File: config.mk
export PLATFORM = sky130hd
export DESIGN_NAME = buff_uart_ctrl
export DESIGN_NICKNAME = d
export VERILOG_FILES = /design/src/rtl/buff_uart_pkg.sv /design/src/rtl/buff_uart_fifo.sv /design/src/rtl/buff_uart_ctrl.sv
export SDC_FILE = /design/constraint.sdc
export NUM_CORES = 1
export LEC_CHECK = 0
export CAP_MARGIN = 15
export CORE_ASPECT_RATIO = 1.25
export CORE_UTILIZATION = 40
export CTS_CLUSTER_SIZE = 16
export DETAILED_ROUTE_END_ITERATION = 7
export MAX_ROUTING_LAYER = met4
export PLACE_DENSITY = 0.55
export SLEW_MARGIN = 20
export SYNTH_ARGS = -nofsm -noshare
export SYNTH_HDL_FRONTEND = slang
export SYNTH_SLANG_ARGS = --single-unit
export TNS_END_PERCENT = 100
File: constraint.sdc
create_clock -name clock -period 7.81 [get_ports clock]
set_input_delay 1.9525 -clock clock [delete_from_list [all_inputs] [get_ports clock]]
set_output_delay 1.9525 -clock clock [all_outputs]
set_load 0.05 [all_outputs]
File: src/rtl/buff_uart_pkg.sv
// Shared types for the buffered UART: FSM state encoding, status bit positions, read-path select.
// BUFF_UART_PARITY_EN adds the PARITY state.
package buff_uart_pkg;

    typedef enum logic [2:0] {
        ST_IDLE   = 3'd0,
        ST_START  = 3'd1,
        ST_DATA   = 3'd2,
`ifdef BUFF_UART_PARITY_EN
        ST_PARITY = 3'd3,
`endif
        ST_STOP   = 3'd4
    } uart_state_t;

    typedef enum logic [1:0] {
        RD_ZERO   = 2'd0,
        RD_RX     = 2'd1,
        RD_STATUS = 2'd2
    } rd_sel_t;

    localparam int STAT_RX_EMPTY    = 0;
    localparam int STAT_RX_FULL     = 1;
    localparam int STAT_TX_EMPTY    = 2;
    localparam int STAT_TX_FULL     = 3;
    localparam int STAT_RX_OVERRUN  = 4;
    localparam int STAT_FRAMING_ERR = 5;
    localparam int STAT_PARITY_ERR  = 6;
    localparam int STAT_TX_OVERFLOW = 7;

endpackage

File: src/rtl/buff_uart_fifo.sv
// Synchronous FIFO with registered read data (updated on pop) and push/pop in the same cycle.
module buff_uart_fifo #(
    parameter int width       = 8,
    parameter int fifo_length = 16
) (
    input  logic             clock,
    input  logic             resetn,
    input  logic             push,
    input  logic             pop,
    input  logic [width-1:0] wr_data,
    output logic [width-1:0] rd_data,
    output logic             full,
    output logic             empty
);
    localparam int AW = $clog2(fifo_length);

    logic [width-1:0] mem [fifo_length];
    logic [AW-1:0]    wr_ptr_reg, rd_ptr_reg;
    logic [AW:0]      count_reg;
    logic             do_push, do_pop;

    assign full    = (count_reg == (AW+1)'(fifo_length));
    assign empty   = (count_reg == '0);
    assign do_pop  = pop && !empty;
    // A pop in the same cycle frees the slot a push on a full FIFO needs
    assign do_push = push && (!full || do_pop);

    always_ff @(posedge clock) begin
        if (do_push) mem[wr_ptr_reg] <= wr_data;
    end

    always_ff @(posedge clock or negedge resetn) begin
        if (!resetn) begin
            wr_ptr_reg <= '0;
            rd_ptr_reg <= '0;
            count_reg  <= '0;
            rd_data    <= '0;
        end else begin
            if (do_push) wr_ptr_reg <= wr_ptr_reg + AW'(1);
            if (do_pop) begin
                rd_ptr_reg <= rd_ptr_reg + AW'(1);
                rd_data    <= mem[rd_ptr_reg];
            end
            count_reg <= count_reg + (AW+1)'(do_push) - (AW+1)'(do_pop);
        end
    end
endmodule

File: src/rtl/buff_uart_ctrl.sv
// Register-mapped UART with RX/TX FIFOs, sticky error flags and clear-on-read status.
// Define BUFF_UART_PARITY_EN to add a parity bit (parity_odd selects odd parity).
module buff_uart_ctrl
    import buff_uart_pkg::*;
#(
    parameter int width          = 8,
    parameter int fifo_length    = 16,
    parameter int address_width  = 4,
    parameter int rx_address     = 0,
    parameter int tx_address     = 1,
    parameter int status_address = 2,
    parameter int baud_rate      = 9600,
    parameter int clock_freq     = 460800,
    parameter int stop_bits      = 1
`ifdef BUFF_UART_PARITY_EN
    , parameter bit parity_odd   = 1'b0
`endif
) (
    input  logic                     clock,
    input  logic                     resetn,
    input  logic                     rx,
    output logic                     tx,
    input  logic                     read_enable,
    input  logic                     write_enable,
    input  logic [address_width-1:0] active_address,
    input  logic [width-1:0]         data_in,
    output logic [width-1:0]         data_out
);
    localparam int DIV = clock_freq / baud_rate;
    localparam int CW  = $clog2(DIV + 1);
    localparam int BW  = $clog2(width);
    localparam logic [CW-1:0] BIT_END   = CW'(DIV - 1);
    localparam logic [CW-1:0] BIT_MID   = CW'(DIV / 2);
    localparam logic [BW-1:0] LAST_DATA = BW'(width - 1);
    localparam logic [BW-1:0] LAST_STOP = BW'(stop_bits - 1);

    logic rx_rd, tx_wr, stat_rd;
    logic tx_full, tx_empty, tx_pop, rx_full, rx_empty, rx_pop, rx_push;
    logic [width-1:0] tx_rd_data, rx_rd_data;

    assign rx_rd   = read_enable && (active_address == address_width'(rx_address));
    assign stat_rd = read_enable && !rx_rd && (active_address == address_width'(status_address));
    assign tx_wr   = write_enable && (active_address == address_width'(tx_address));
    assign rx_pop  = rx_rd && !rx_empty;

    buff_uart_fifo #(.width(width), .fifo_length(fifo_length)) u_tx_fifo (
        .clock(clock), .resetn(resetn), .push(tx_wr), .pop(tx_pop), .wr_data(data_in),
        .rd_data(tx_rd_data), .full(tx_full), .empty(tx_empty));

    // ---------------- transmitter: the popped word stays on rd_data for the whole frame
    uart_state_t     tx_state_reg, tx_state_next;
    logic [CW-1:0]   tx_cnt_reg, tx_cnt_next;
    logic [BW-1:0]   tx_bit_reg, tx_bit_next;
    logic            tx_last;

    assign tx_last = (tx_cnt_reg == BIT_END);

    always_ff @(posedge clock or negedge resetn) begin
        if (!resetn) begin
            tx_state_reg <= ST_IDLE;
            tx_cnt_reg   <= '0;
            tx_bit_reg   <= '0;
        end else begin
            tx_state_reg <= tx_state_next;
            tx_cnt_reg   <= tx_cnt_next;
            tx_bit_reg   <= tx_bit_next;
        end
    end

    always_comb begin
        tx_state_next = tx_state_reg;
        tx_cnt_next   = tx_last ? '0 : tx_cnt_reg + CW'(1);
        tx_bit_next   = tx_bit_reg;
        tx_pop        = 1'b0;
        tx            = 1'b1;
        case (tx_state_reg)
            ST_IDLE: begin
                tx_cnt_next = '0;
                if (!tx_empty) begin
                    tx_state_next = ST_START;
                    tx_pop        = 1'b1;
                end
            end
            ST_START: begin
                tx = 1'b0;
                if (tx_last) begin
                    tx_state_next = ST_DATA;
                    tx_bit_next   = '0;
                end
            end
            ST_DATA: begin
                tx = tx_rd_data[tx_bit_reg];
                if (tx_last) begin
                    tx_bit_next = tx_bit_reg + BW'(1);
                    if (tx_bit_reg == LAST_DATA) begin
                        tx_bit_next = '0;
`ifdef BUFF_UART_PARITY_EN
                        tx_state_next = ST_PARITY;
`else
                        tx_state_next = ST_STOP;
`endif
                    end
                end
            end
`ifdef BUFF_UART_PARITY_EN
            ST_PARITY: begin
                tx = (^tx_rd_data) ^ parity_odd;
                if (tx_last) tx_state_next = ST_STOP;
            end
`endif
            ST_STOP: begin
                if (tx_last) begin
                    tx_bit_next = tx_bit_reg + BW'(1);
                    if (tx_bit_reg == LAST_STOP) begin
                        tx_bit_next = '0;
                        // back-to-back frames: next start bit follows the last stop bit directly
                        if (!tx_empty) begin
                            tx_state_next = ST_START;
                            tx_pop        = 1'b1;
                        end else begin
                            tx_state_next = ST_IDLE;
                        end
                    end
                end
            end
            default: tx_state_next = ST_IDLE;
        endcase
    end

    // ---------------- receiver
    logic            rx_meta_reg, rx_sync_reg, rx_prev_reg, armed_reg;
    logic [CW-1:0]   idle_cnt_reg;
    uart_state_t     rx_state_reg, rx_state_next;
    logic [CW-1:0]   rx_cnt_reg, rx_cnt_next;
    logic [BW-1:0]   rx_bit_reg, rx_bit_next;
    logic [width-1:0] rx_shift_reg, rx_shift_next;
    logic            rx_ferr_reg, rx_ferr_next, rx_perr_reg, rx_perr_next;
    logic            rx_last, stop_bad, ferr_evt, perr_evt;

    assign rx_last = (rx_cnt_reg == BIT_END);
    assign stop_bad = rx_ferr_reg || !rx_sync_reg;

    // Armed only after one full bit period of idle line following reset
    always_ff @(posedge clock or negedge resetn) begin
        if (!resetn) begin
            rx_meta_reg  <= 1'b1;
            rx_sync_reg  <= 1'b1;
            rx_prev_reg  <= 1'b1;
            armed_reg    <= 1'b0;
            idle_cnt_reg <= '0;
            rx_state_reg <= ST_IDLE;
            rx_cnt_reg   <= '0;
            rx_bit_reg   <= '0;
            rx_shift_reg <= '0;
            rx_ferr_reg  <= 1'b0;
            rx_perr_reg  <= 1'b0;
        end else begin
            rx_meta_reg  <= rx;
            rx_sync_reg  <= rx_meta_reg;
            rx_prev_reg  <= rx_sync_reg;
            if (!armed_reg) begin
                if (!rx_sync_reg)                 idle_cnt_reg <= '0;
                else if (idle_cnt_reg == BIT_END) armed_reg    <= 1'b1;
                else                              idle_cnt_reg <= idle_cnt_reg + CW'(1);
            end
            rx_state_reg <= rx_state_next;
            rx_cnt_reg   <= rx_cnt_next;
            rx_bit_reg   <= rx_bit_next;
            rx_shift_reg <= rx_shift_next;
            rx_ferr_reg  <= rx_ferr_next;
            rx_perr_reg  <= rx_perr_next;
        end
    end

    always_comb begin
        rx_state_next = rx_state_reg;
        rx_cnt_next   = rx_last ? '0 : rx_cnt_reg + CW'(1);
        rx_bit_next   = rx_bit_reg;
        rx_shift_next = rx_shift_reg;
        rx_ferr_next  = rx_ferr_reg;
        rx_perr_next  = rx_perr_reg;
        rx_push       = 1'b0;
        ferr_evt      = 1'b0;
        perr_evt      = 1'b0;
        case (rx_state_reg)
            ST_IDLE: begin
                rx_cnt_next  = '0;
                rx_bit_next  = '0;
                rx_ferr_next = 1'b0;
                rx_perr_next = 1'b0;
                if (armed_reg && rx_prev_reg && !rx_sync_reg) rx_state_next = ST_START;
            end
            ST_START: begin
                if (rx_cnt_reg == BIT_MID) begin
                    rx_cnt_next   = '0;
                    rx_state_next = rx_sync_reg ? ST_IDLE : ST_DATA;
                end
            end
            ST_DATA: begin
                if (rx_last) begin
                    rx_shift_next = {rx_sync_reg, rx_shift_reg[width-1:1]};
                    rx_bit_next   = rx_bit_reg + BW'(1);
                    if (rx_bit_reg == LAST_DATA) begin
                        rx_bit_next = '0;
`ifdef BUFF_UART_PARITY_EN
                        rx_state_next = ST_PARITY;
`else
                        rx_state_next = ST_STOP;
`endif
                    end
                end
            end
`ifdef BUFF_UART_PARITY_EN
            ST_PARITY: begin
                if (rx_last) begin
                    rx_perr_next  = rx_sync_reg != ((^rx_shift_reg) ^ parity_odd);
                    rx_state_next = ST_STOP;
                end
            end
`endif
            ST_STOP: begin
                if (rx_last) begin
                    rx_ferr_next = stop_bad;
                    rx_bit_next  = rx_bit_reg + BW'(1);
                    if (rx_bit_reg == LAST_STOP) begin
                        rx_state_next = ST_IDLE;
                        ferr_evt      = stop_bad;
                        perr_evt      = rx_perr_reg;
                        rx_push       = !stop_bad && !rx_perr_reg;
                    end
                end
            end
            default: rx_state_next = ST_IDLE;
        endcase
    end

    buff_uart_fifo #(.width(width), .fifo_length(fifo_length)) u_rx_fifo (
        .clock(clock), .resetn(resetn), .push(rx_push), .pop(rx_pop), .wr_data(rx_shift_reg),
        .rd_data(rx_rd_data), .full(rx_full), .empty(rx_empty));

    // ---------------- sticky flags: a set in the same cycle as a status read wins
    logic overrun_reg, framing_reg, parity_reg, tx_ovf_reg;
    logic [7:0]       status_byte;
    logic [width-1:0] status_word, status_snap_reg;
    rd_sel_t          rd_sel_reg;

    always_ff @(posedge clock or negedge resetn) begin
        if (!resetn) begin
            overrun_reg <= 1'b0;
            framing_reg <= 1'b0;
            parity_reg  <= 1'b0;
            tx_ovf_reg  <= 1'b0;
        end else begin
            overrun_reg <= (overrun_reg && !stat_rd) || (rx_push && rx_full && !rx_pop);
            framing_reg <= (framing_reg && !stat_rd) || ferr_evt;
            parity_reg  <= (parity_reg  && !stat_rd) || perr_evt;
            tx_ovf_reg  <= (tx_ovf_reg  && !stat_rd) || (tx_wr && tx_full && !tx_pop);
        end
    end

    always_comb begin
        status_byte                   = '0;
        status_byte[STAT_RX_EMPTY]    = rx_empty;
        status_byte[STAT_RX_FULL]     = rx_full;
        status_byte[STAT_TX_EMPTY]    = tx_empty;
        status_byte[STAT_TX_FULL]     = tx_full;
        status_byte[STAT_RX_OVERRUN]  = overrun_reg;
        status_byte[STAT_FRAMING_ERR] = framing_reg;
        status_byte[STAT_PARITY_ERR]  = parity_reg;
        status_byte[STAT_TX_OVERFLOW] = (width >= 8) && tx_ovf_reg;
        status_word                   = width'(status_byte);
    end

    always_ff @(posedge clock or negedge resetn) begin
        if (!resetn) begin
            rd_sel_reg      <= RD_ZERO;
            status_snap_reg <= '0;
        end else if (rx_rd) begin
            rd_sel_reg <= rx_empty ? RD_ZERO : RD_RX;
        end else if (stat_rd) begin
            rd_sel_reg      <= RD_STATUS;
            status_snap_reg <= status_word;
        end else if (read_enable) begin
            rd_sel_reg <= RD_ZERO;
        end
    end

    always_comb begin
        case (rd_sel_reg)
            RD_RX:     data_out = rx_rd_data;
            RD_STATUS: data_out = status_snap_reg;
            default:   data_out = '0;
        endcase
    end
endmodule

## Word level (Yosys, flattened, before mapping)

Memory sizes are Yosys's and may differ from the RTL's. A register that Yosys moved wholly into a read port is not among the register bits.
Index checks and enable logic that the tools add are counted.

| operators by class | value |
|---|---|
| multiplexer cells | 60 |
| order comparisons | 1 |
| reductions and logical operators | 56 |
| add/sub/neg operators | 13 |
| eq/ne operators | 31 |
| bitwise gates (word level) | 2 |

Operators by type and width:

| cell | count |
|---|---|
| two-way mux 3 bit | 20 |
| two-way mux 6 bit | 6 |
| inequality test 2 bit (second input constant) | 13 |
| one-hot mux 3 bit (4 select lines) | 2 |
| two-way mux 1 bit | 20 |
| logical AND 1 bit | 19 |
| adder 6 x 1 -> 6 bit (second input constant) | 3 |
| == test 6 bit (second input constant) | 3 |
| one-hot mux 3 bit (3 select lines) | 2 |
| adder 4 x 1 -> 4 bit (second input constant) | 4 |
| one-hot mux 8 bit (2 select lines) | 1 |
| == test 3 bit (second input constant) | 4 |
| zero test 1 bit | 12 |
| zero test 3 bit | 4 |
| one-hot mux 6 bit (2 select lines) | 1 |
| AND reduction 6 bit | 2 |
| adder 5 x 1 -> 5 bit | 2 |
| == test 5 bit (second input constant) | 2 |
| zero test 5 bit | 2 |
| subtractor 5 x 1 -> 5 bit | 2 |
| nonzero test 3 bit | 3 |
| two-way mux 2 bit | 4 |
| AND reduction 2 bit | 4 |
| adder 3 x 1 -> 3 bit (second input constant) | 2 |
| other kinds (16) | 26 |

| storage, ports and cells | value |
|---|---|
| word-level logic and storage cells | 190 |
| input port bits | 17 |
| memories kept | 2 |
| flip-flop bits (word level) | 83 |
| RAM bits | 256 |

Memory list:

| memory | depth | bits a word | read ports | clocked after memory_dff | write ports | RTL line | text |
|---|---|---|---|---|---|---|---|
| u_rx_fifo.mem | 16 | 8 | 1 | 1 | 1 | buff_uart_fifo.sv:17 | `logic [width-1:0] mem [fifo_length];` |
| u_tx_fifo.mem | 16 | 8 | 1 | 1 | 1 | buff_uart_fifo.sv:17 |  |

## Longest topological paths before layout

| logic depth | value |
|---|---|
| depth after elaboration | 10 |
| mapped depth | 16 |
| depth with buffers taken out | 16 |

## Modules after synthesis

Synthesis repeated with hierarchy kept, for this count alone.

| unflattened totals | value |
|---|---|
| cell total of the unflattened synthesis | 884 |
| area, all modules | 15165.8 um2 |

By module, submodules not included:

| module | cells each | times used | area an instance (um2) |
|---|---|---|---|
| buff_uart_fifo (u_rx_fifo) | 301 | 1 | 6132.1 |
| buff_uart_fifo (u_tx_fifo) | 301 | 1 | 6028.3 |
| buff_uart_ctrl | 282 | 1 | 3005.4 |

## Worst setup path after synthesis

Ideal clock, no wire load.

| timing | value |
|---|---|
| path kind | input to register |
| from | in active_address[1] |
| to | reg u_tx_fifo.count_reg[4] |
| data required time | 7685 ps |
| stages on the path | 12 |
| setup slack | 3736 ps |
| path buffers | 1 |
| arrival | 3949 ps |
| path through | nor3_1 -> nand3_1 -> a211oi_1 -> clkbuf_1 -> ha_1 -> inv_1 -> fa_1 -> inv_1 -> a21oi_1 -> nor2_1 -> nor2_1 -> xnor2_1 |

| on the way | value |
|---|---|
| longest elaborated chain between the ends | 5 |

RTL lines:

| what | RTL line | text |
|---|---|---|
| start: declaration | buff_uart_ctrl.sv:25 | `input logic [address_width-1:0] active_address,` |
| == test 4 x 1 -> 1 bit | buff_uart_ctrl.sv:43 | `assign tx_wr = write_enable && (active_address == address_width'(tx_address));` |
| logical AND 1 bit | buff_uart_ctrl.sv:43 |  |
| logical AND 1 bit | buff_uart_fifo.sv:26 | `assign do_push = push && (!full \|\| do_pop);` |
| adder 5 x 1 -> 5 bit | buff_uart_fifo.sv:44 | `count_reg <= count_reg + (AW+1)'(do_push) - (AW+1)'(do_pop);` |
| subtractor 5 x 1 -> 5 bit | buff_uart_fifo.sv:44 |  |
| end signal: assignment | buff_uart_fifo.sv:44 |  |
| end: declaration | buff_uart_fifo.sv:19 | `logic [AW:0] count_reg;` |

No other way between the ends.
A chain may end at the register's enable or synchronous reset.

## Final worst setup path

| timing | value |
|---|---|
| from | reg tx_bit_reg[0] |
| to | out tx |

| on the way | value |
|---|---|
| longest elaborated chain between the ends | 3 |

RTL lines:

| what | RTL line | text |
|---|---|---|
| start: declaration | buff_uart_ctrl.sv:53 | `logic [BW-1:0] tx_bit_reg, tx_bit_next;` |
| start signal: assignment | buff_uart_ctrl.sv:66 | `tx_bit_reg <= tx_bit_next;` |
| binary-select mux 1 bit (select 3 bit) | buff_uart_ctrl.sv:92 | `tx = tx_rd_data[tx_bit_reg];` |
| two-way mux 1 bit (implied by the code) | buff_uart_ctrl.sv:92 |  |
| one-hot mux 1 bit (2 select lines) | buff_uart_ctrl.sv:76 | `case (tx_state_reg)` |
| end: declaration | buff_uart_ctrl.sv:22 | `output logic tx,` |

No other way between the ends. The select of a mux whose other input is x is not followed.

==> impl_metrics.json <==
{
  "tns_ns": 0,
  "ios": 26,
  "hold_depth": 0,
  "dr.pass1.iters": 4,
  "ys_warn_count": 0,
  "synth-simple-area-share_pct": 7.09,
  "final_hold_viol_count": 0,
  "row_count": 78,
  "worst_pin_slew_ns": 1.05,
  "post-cts-setup-buffers": 0,
  "avgRoutedWirePerCell_microns": 19.9,
  "powerDensity_mw_per_mm2": 261,
  "p_leak_nw": 6.25,
  "drtAntennaViolNets": 0,
  "swShare_pct": 23.3,
  "clock_skew_ns": 0.0253,
  "num-nets-final": 991,
  "port_buffers": 25,
  "cp_data_arrival_time_ns": 2.61,
  "cts_root_buffer": "clkbuf_16",
  "place_area_sq_mm": 0.0155,
  "drc": 0,
  "synth_edf_count": 256,
  "p_int_mw": 3.36,
  "async_reset_ff_share_pct": 27.9,
  "relSlewSlack_pct": 29.9,
  "worst_setup_path_end_kind": "primary output",
  "layout_min_cycle_time_ns": 4.56,
  "criticalPathCategory": "register to primary output",
  "yosys.area_share.xor_xnor_pct": 1.60,
  "n_antenna_cell": 0,
  "peakVddDrop_mv": 0.137,
  "h-tree-depth": 2,
  "drt_wl_total_microns": 28800,
  "finalSetupViolCount": 0,
  "crit_fanout": 7,
  "core_sq_mm": 0.0364,
  "synth_top_family_by_area": "multiplexers",
  "fmax_ghz": 0.219,
  "ctsHoldBuffers": 0,
  "switching_power_mw": 1.02,
  "antenna_found_initial": 0,
  "dp.final_hpwl_microns": 18700,
  "synthMuxAreaShare_pct": 13.4,
  "grt_first_pass_wirelength_microns": 46200,
  "p_seq_share_pct": 48.9,
  "die_w_microns": 174,
  "syn_avg_cell_area_sq_um": 16.3,
  "cts_buffers": 38,
  "ys_types": 53,
  "startpoint_type": "register",
  "reg.largest.list": "u_rx_fifo.mem: 128 flops, u_tx_fifo.mem: 128 flops",
  "ctsResizeCount": 0,
  "postLayoutCellArea_sq_mm": 0.0168,
  "grt.total_usage_pct": 16.4,
  "synth_cells": 909,
  "grt_pass1_vias": 7874,
  "gp_congestion": 0.783,
  "drive_gt1_share_pct": 16.8,
  "slew_violations": 0,
  "dieArea_sq_mm": 0.0378,
  "cts_tree": "built",
  "ff2ff_setup_slack_ns": 4.28,
  "clk_latency_ns": 0.54,
  "hold_path_class": "register to register",
  "p_clk_share_pct": 41.5,
  "p_total_mw": 4.38,
  "synthAdderAreaFrac_pct": 3.14,
  "synth_compound_area_share_pct": 4.02,
  "worstRegToRegCells": 15,
  "clkSlewWorstSetupHoldPaths_ns": 0.06,
  "rsz0062_at_grt": "false",
  "cts_sinks": 355,
  "status": "completed",
  "p_comb_share_pct": 9.6,
  "maxCapViolCount": 0,
  "start_util_pct": 40.7,
  "grt_overflow": 0,
  "clk_path_buf_depth": 3,
  "ys_seq_area_share_pct": 68.7,
  "num_vias": 7539,
  "fin_crit_sh_pct": 58.4,
  "grt_max_degree": 70,
  "cp_data_required_time_ns": 5.86,
  "vias_per_cell": 5.21,
  "area_growth_pct": 13.5,
  "initialDrtViolationCount": 410,
  "syn_area_sq_mm": 0.0148,
  "synth-seq-cells": 355,
  "synthesis.nets": 962,
  "ys.flop_type": "edfxtp_1",
  "fp.dieH_microns": 217
}
final timing paths:
path                                                       endpoint                              from
worst max-delay path                                             tx         tx_bit_reg[0]$_DFFE_PN0P_
worst min-delay path                          rx_sync_reg$_DFF_PN1_             rx_meta_reg$_DFF_PN1_
worst max register to register     u_tx_fifo.count_reg[4]$_DFF_PN0_  u_tx_fifo.count_reg[3]$_DFF_PN0_
worst min register to register                rx_sync_reg$_DFF_PN1_             rx_meta_reg$_DFF_PN1_
max in group asynchronous       u_tx_fifo.rd_ptr_reg[0]$_DFFE_PN0P_                            resetn
min in group asynchronous                   rx_cnt_reg[2]$_DFF_PN0_                            resetn
critical path, stage by stage, from the launching register on:
cell and delay [ns]:
dfrtp_1 0.51, mux4_2 0.56, mux2i_1 0.14, a31oi_1 0.12
clkdlybuf4s50_1 0.74
cells by family (layout without fill, tap and decap cells):
kind of cell / after synthesis / after routing
buf+inv: 80 / 137
compound gates: 87 / 87
xor+xnor: 27 / 27
flops: 355 / 355
mux: 114 / 114
fa+ha+maj: 36 / 36
simple gates: 210 / 210
cells in the mapped netlist (2+ instances only):
master / number / share of area [%]
a211o_1: 3 / 0.18
a211oi_1: 4 / 0.20
a21o_1: 6 / 0.30
a21oi_1: 16 / 0.54
a22oi_1: 8 / 0.41
a31oi_1: 4 / 0.17
and2_1: 4 / 0.17
and3_1: 17 / 0.72
buf_1: 5 / 0.13
buf_2: 8 / 0.27
clkbuf_1: 30 / 0.76
dfrtp_1: 96 / 16
dfstp_2: 3 / 0.53
edfxtp_1: 256 / 52
fa_1: 2 / 0.27
ha_1: 34 / 2.9
inv_1: 37 / 0.94
mux2_2: 15 / 1.1
mux2i_1: 33 / 2.2
mux4_2: 66 / 10
nand2_1: 63 / 1.6
nand2b_1: 13 / 0.55
nand3_1: 11 / 0.37
nand4_1: 5 / 0.21
nand4b_1: 2 / 0.12
nand4bb_1: 2 / 0.15
nor2_1: 60 / 1.5
nor2b_1: 7 / 0.30
nor3_1: 8 / 0.27
nor4_1: 3 / 0.13
nor4b_1: 3 / 0.18
nor4b_4: 2 / 0.32
o21ai_0: 19 / 0.64
o221ai_1: 15 / 0.89
or2_2: 3 / 0.13
or3_1: 2 / 0.084
or4_1: 2 / 0.10
or4b_2: 2 / 0.14
xnor2_1: 23 / 1.4
xor2_1: 4 / 0.24
cell usage in the layout (no fill, tap or decap), drive strengths merged, types with 11 or more instances in the layout:
master | Yosys | layout
and3 | 17 | 17
nand2b | 13 | 13
edfxtp | 256 | 256
nand3 | 11 | 11
xnor2 | 23 | 23
dfrtp | 96 | 96
mux2 | 15 | 15
nand2 | 64 | 64
clkinv | 0 | 13
clkdlybuf4s50 | 0 | 24
inv | 37 | 40
o221ai | 15 | 15
clkbuf | 30 | 46
nor2 | 60 | 60
ha | 34 | 34
a21oi | 16 | 16
mux2i | 33 | 33
o21ai | 20 | 20
mux4 | 66 | 66
power by group through the flow:
stage | Combinational [mW] | Sequential [mW] | Clock, mW
4_1_cts | 0.432 | 2.14 | 1.87
5_1_grt | 0.481 | 2.15 | 1.94
2_1_floorplan | 0.330 | 2.16 | 0
3_5_place_dp | 0.430 | 2.18 | 0
3_3_place_gp | 0.428 | 2.18 | 0
6_report | 0.420 | 2.14 | 1.82
metal layers:
metal | global-route usage [%] | part of all wire [%] | vias up
met5 | - | 0 | -
met4 | 5.32 | 2.7 | 0
met3 | 2.48 | 2.9 | 50
met2 | 28.3 | 52 | 117
met1 | 19.9 | 43 | 3851
li1 | - | - | 3521
metrics by stage:
stage	hold WS, ns	cells	worst slack (ns)	utilization (%)
final	0.355	1446	3.25	46.2
after global routing	0.367	1446	3.12	46.2
after CTS	0.357	1446	3.20	46.2
after detailed placement	0.348	1378	2.92	42.7
after global placement	0.347	1378	3.00	42.7
after floorplan	0.345	909	3.74	-
area by class of cell:
class / instances / area [sq um]
Tap cell: 480 / 601
Clock inverter: 22 / 258
Sequential cell: 355 / 10200
Timing Repair Buffer: 32 / 300
Fill cell: 3126 / 19600
Clock buffer: 46 / 1000
Inverter: 37 / 139
Multi-Input combinational cell: 474 / 4340
No activity file was read; power rests on OpenSTA's default activity.
